--- config.mk ---
export PLATFORM = sky130hd
export DESIGN_NAME = pipe_hazard_ctrl
export DESIGN_NICKNAME = d
export VERILOG_FILES = /design/src/rtl/pipe_hazard_ctrl.sv
export SDC_FILE = /design/constraint.sdc
export NUM_CORES = 1
export LEC_CHECK = 0
export ABC_AREA = 1
export CORE_MARGIN = 1.5
export CORE_UTILIZATION = 52
export CTS_CLUSTER_SIZE = 8
export DETAILED_ROUTE_END_ITERATION = 8
export HOLD_SLACK_MARGIN = 0.1
export PLACE_DENSITY = 0.86
export SETUP_SLACK_MARGIN = 0.05
export SLEW_MARGIN = 15
export SYNTH_ARGS = -nofsm -noshare
export SYNTH_HDL_FRONTEND = slang
export SYNTH_SLANG_ARGS = --single-unit
--- constraint.sdc ---
create_clock -name clk -period 3.1 [get_ports clk]
set_clock_uncertainty 0.05 [all_clocks]
set_input_delay 0.62 -clock clk [delete_from_list [all_inputs] [get_ports clk]]
set_output_delay 0.62 -clock clk [all_outputs]
set_load 0.1 [all_outputs]
--- src/rtl/pipe_hazard_ctrl.sv ---
// pipe_hazard_ctrl: stall/flush/forwarding controller for a 5-stage RISC-V pipeline
//
// Ports:
//   clk, rst                       clock, asynchronous active-high reset
//   id_rs1/id_rs2, *_used          source registers read by the ID instruction
//   ex_rs1/ex_rs2                  source registers of the EX instruction (forwarding)
//   ex_wR, ex_rf_we, ex_is_load    EX destination, write enable, load flag (load-use)
//   ex_branch_taken                branch/jump resolved taken in EX
//   mem_wR/mem_rf_we               EX/MEM destination and write enable
//   wb_wR/wb_rf_we                 MEM/WB destination and write enable
//   mem_req/mem_ack                data-memory handshake from the MEM stage
//   *_stall, *_flush               pipeline register hold / bubble controls
//   fwd_a_sel/fwd_b_sel            0 RF, 1 EX/MEM, 2 MEM/WB
//   mem_timeout                    sticky: a memory wait reached TIMEOUT cycles
//   stall_cnt/flush_cnt            saturating stall-cycle and branch-flush counters
module pipe_hazard_ctrl #(
  parameter int CNT_W   = 16,
  parameter int TIMEOUT = 255
) (
  input  logic             clk,
  input  logic             rst,
  input  logic [4:0]       id_rs1,
  input  logic [4:0]       id_rs2,
  input  logic             id_rs1_used,
  input  logic             id_rs2_used,
  input  logic [4:0]       ex_rs1,
  input  logic [4:0]       ex_rs2,
  input  logic [4:0]       ex_wR,
  input  logic             ex_rf_we,
  input  logic             ex_is_load,
  input  logic             ex_branch_taken,
  input  logic [4:0]       mem_wR,
  input  logic             mem_rf_we,
  input  logic             mem_req,
  input  logic             mem_ack,
  input  logic [4:0]       wb_wR,
  input  logic             wb_rf_we,
  output logic             pc_stall,
  output logic             if_id_stall,
  output logic             if_id_flush,
  output logic             id_ex_stall,
  output logic             id_ex_flush,
  output logic             ex_mem_stall,
  output logic             mem_wb_flush,
  output logic [1:0]       fwd_a_sel,
  output logic [1:0]       fwd_b_sel,
  output logic             mem_timeout,
  output logic [CNT_W-1:0] stall_cnt,
  output logic [CNT_W-1:0] flush_cnt
);
  typedef enum logic {RUN, MEM_WAIT} state_t;
  localparam logic [CNT_W-1:0] CNT_MAX  = '1;
  localparam logic [15:0]      WAIT_LIM = 16'(TIMEOUT);
  state_t      state, state_nxt;
  logic [15:0] wait_cnt;
  logic        mem_busy, load_use, br_flush, lu_stall;
  always_ff @(posedge clk or posedge rst)
    if (rst) state <= RUN;
    else     state <= state_nxt;
  always_comb begin
    state_nxt = state;
    if (state == RUN && mem_req && !mem_ack) state_nxt = MEM_WAIT;
    if (state == MEM_WAIT && mem_ack)        state_nxt = RUN;
  end
  always_comb begin
    mem_busy     = (state == RUN) ? (mem_req && !mem_ack) : !mem_ack;
    load_use     = ex_is_load && ex_rf_we && ex_wR != 5'd0 &&
                   ((id_rs1_used && id_rs1 == ex_wR) || (id_rs2_used && id_rs2 == ex_wR));
    // A frozen EX re-presents its branch, so a taken branch waits out mem_busy.
    br_flush     = !mem_busy && ex_branch_taken;
    lu_stall     = !mem_busy && !ex_branch_taken && load_use;
    pc_stall     = mem_busy || lu_stall;
    if_id_stall  = mem_busy || lu_stall;
    id_ex_stall  = mem_busy;
    ex_mem_stall = mem_busy;
    mem_wb_flush = mem_busy;
    if_id_flush  = br_flush;
    id_ex_flush  = br_flush || lu_stall;
  end
  always_comb begin
    fwd_a_sel = (mem_rf_we && mem_wR != 5'd0 && mem_wR == ex_rs1) ? 2'd1 :
                (wb_rf_we  && wb_wR  != 5'd0 && wb_wR  == ex_rs1) ? 2'd2 : 2'd0;
    fwd_b_sel = (mem_rf_we && mem_wR != 5'd0 && mem_wR == ex_rs2) ? 2'd1 :
                (wb_rf_we  && wb_wR  != 5'd0 && wb_wR  == ex_rs2) ? 2'd2 : 2'd0;
  end
  // Held at zero in RUN so every wait starts counting from zero; it stops at
  // the limit, and the flag sets on the edge closing the TIMEOUT-th wait cycle.
  always_ff @(posedge clk or posedge rst)
    if (rst) begin
      wait_cnt    <= '0;
      mem_timeout <= 1'b0;
    end else if (state == RUN) begin
      wait_cnt    <= '0;
    end else begin
      if (wait_cnt < WAIT_LIM)          wait_cnt    <= wait_cnt + 16'd1;
      if (wait_cnt >= WAIT_LIM - 16'd1) mem_timeout <= 1'b1;
    end
  always_ff @(posedge clk or posedge rst)
    if (rst) begin
      stall_cnt <= '0;
      flush_cnt <= '0;
    end else begin
      if (pc_stall && stall_cnt != CNT_MAX) stall_cnt <= stall_cnt + 1'b1;
      if (br_flush && flush_cnt != CNT_MAX) flush_cnt <= flush_cnt + 1'b1;
    end
endmodule

==> metrics.txt <==
final wirelength=between 7 and 8 mm; core box area=5960 µm²; dpl ws=214 ps; outcome=finished clean; CTS Root Cell=clkbuf_8; Initial Utilization=0.539; cell accounting for the most synthesized area=dfrtp_1; Resize count post-CTS=0; Layout Nets=573; switching power total=1050 µW; detailed-route DRC error count=0; Vert. Die Dim=81.6 µm; htree depth=2; Antenna Nets Post-Route=0; GR Util All Layers=0.250; layout cells sized above 1=0.158; Avg Inst Size Synth=7.42 µm²; Max Clk Rate=348 MHz; max_cap viols=0; Die ar.=around 6700 µm²; CTS Hold Bufs=0; Tightest Hold Check Type=flop to flop; DP HPWL=6.18 mm; diodes inserted=0; Routed WL per cell=12.9 µm; sequential share of the synthesized area=0.389; sequential share of power=0.372; net switching fraction of the power=0.475; post-synthesis cell area=3210 µm²; Starting DRT DRC Count=166; setup tns final=0 ps; Worst setup EP type=output pin; CP bufs+invs=2; CTS Buf Count=5; syn nets=~480; worst-path fanout max=3; PwrDens=a little over 500 nW/µm²; P_leak=0.00215 µW; Site Rows=28; PnR worst setup slack=229 ps; Comb power frac=0.446; Critical Path Source Type=input port; slowest CP cell=o21ai_0; CP arrival=2200 ps; commonest non-fill, non-tap cell in the layout=nand2_1; post-synth top area share=0.389; Clock Sinks=50; antenna violations before repair=0; Int Pwr=1160 µW; Yosys warning count=0; Data required, critical path=2430 ps; crit-path max cell delay=490 ps; maximum vdd drop=around 0.52 mV; Gate Count Post-Synth=433; I/O pins=90; Die Width=81.6 µm; clock latency on the worst-skew pair=roughly 300 ps; Via Count=3068; DRT Pass-1 Iters=4; Final setup viols=0; largest net degree at the start of global routing=27; Filler Cell Count=502; Setup CP Type=input port to output pin; Synth area leaders=dfrtp_1 (39%), nand2_1 (15%), xor2_1 (7.1%); RD Place Congestion=0.872; Slew headroom=0.584; commonest non-fill, non-tap cells in the layout=nand2_1 (128), inv_1 (54), dfrtp_1 (50); Clk pin slew, worst setup/hold paths=roughly 90 ps; final critical-path share of the clock period=0.926; Hold Vio Cnt, Final=0; Least-Margin Pin Slew=approximately 600 ps; final worst path period need=2870 ps; area grow syn2layout=34.2%; Clk pwr share=0.182; first-pass GRT wire length=12.9 mm; count of cell types in the netlist=31; CP top delay family=buffers and inverters; IO Port Bufs=89; deepest clock path buffer count=2; RSZ-0062 raised after global routing=false; Post-CTS Setup Repair Bufs=0; CP Cell Sequence=clkdlybuf4s50_1 -> nor2_1 -> nand2_1 -> o21ai_0 -> nor4_4 -> nor2_4 -> buf_12; Vias/cell=5.12; synthesis-stage register bit count=50; vias in the first global route=between 2000 and 3000; CTS tree=built; Slew Limit Fails=0; grt total ovfl=0
## cells in the mapped netlist, drive strengths merged
master	number
nor3	14
nor4	2
buf	9
nand4	11
nor2	49
or2	2
xnor2	17
dfrtp	50
ha	4
inv	59
nand2	131
o21ai	9
a21oi	5
o21bai	1
nand3b	1
o31ai	3
nand3	40
xor2	26
## tightest hold or removal path, cell delays in order (launching register included)
cell	delay, ps
dfrtp_1	350
nand2_1	50
inv_1	40
## power groups by stage
stage | clock network [µW] | logic, µW | registers (µW)
after floorplan | 0 | 275 | 1270
after global placement | 0 | 971 | 828
after detailed placement | 0 | 990 | 828
after CTS | 408 | 987 | 820
after global routing | 431 | 1030 | 834
final | 401 | 983 | 821
## cell families after synthesis
family          after synthesis  share of synthesized area
flops                        50                      0.389
xor+xnor                     43                      0.117
compound gates               18                     0.0358
fa+ha+maj                     4                     0.0156
buf+inv                      68                     0.0938
simple gates                250                      0.348
## area by class of cell
| type | instances | area (µm²) | area share |
|---|---|---|---|
| clock buffers | 6 | 82.6 | 0.0192 |
| multi-input cells | 315 | 1710 | 0.396 |
| repair buffers | 92 | 941 | 0.218 |
| flip-flops and latches | 50 | 1250 | 0.290 |
| inverters | 59 | 221 | 0.0514 |
| well taps | 75 | 93.8 | 0.0218 |
| clock inverters | 2 | 12.5 | 0.00290 |
## flip-flops by register name (all words and copies together), names as in the netlist
register and cells:
mem_timeout 1, stall_cnt 16, state 1, flush_cnt 16, wait_cnt 16
## stage by stage
step,util,cell area (µm²),hold slack (ps),std cells,total power (µW)
2_1_floorplan,-,3260,383,433,1550
3_3_place_gp,0.708,4220,397,591,1800
3_5_place_dp,0.708,4220,401,591,1820
4_1_cts,0.724,4310,423,599,2210
5_1_grt,0.724,4310,444,599,2300
6_report,0.724,4310,421,599,2200
## worst paths after layout
kind	start	to	slack [ps]	cells past startpoint
worst max-delay path	mem_wR[2]	fwd_a_sel[1]	230	7
worst min-delay path	wait_cnt[8]	wait_cnt[8]	420	2
worst max register to register	state	stall_cnt[3]	910	9
worst min register to register	wait_cnt[8]	wait_cnt[8]	420	2
max in group asynchronous	rst	stall_cnt[4]	1790	3
min in group asynchronous	rst	flush_cnt[10]	620	2
## layer usage
metal  GRT usage  part of all wire  wire length, µm  vias to the layer above
li1            -                 -                -                     1527
met1       0.299              0.41             3150                     1430
met2       0.447              0.51             3990                      107
met3      0.0589             0.073              565                        4
met4      0.0695            0.0067               52                        0
met5           0                 0                0                        -
(Power assumes the default switching activity.)
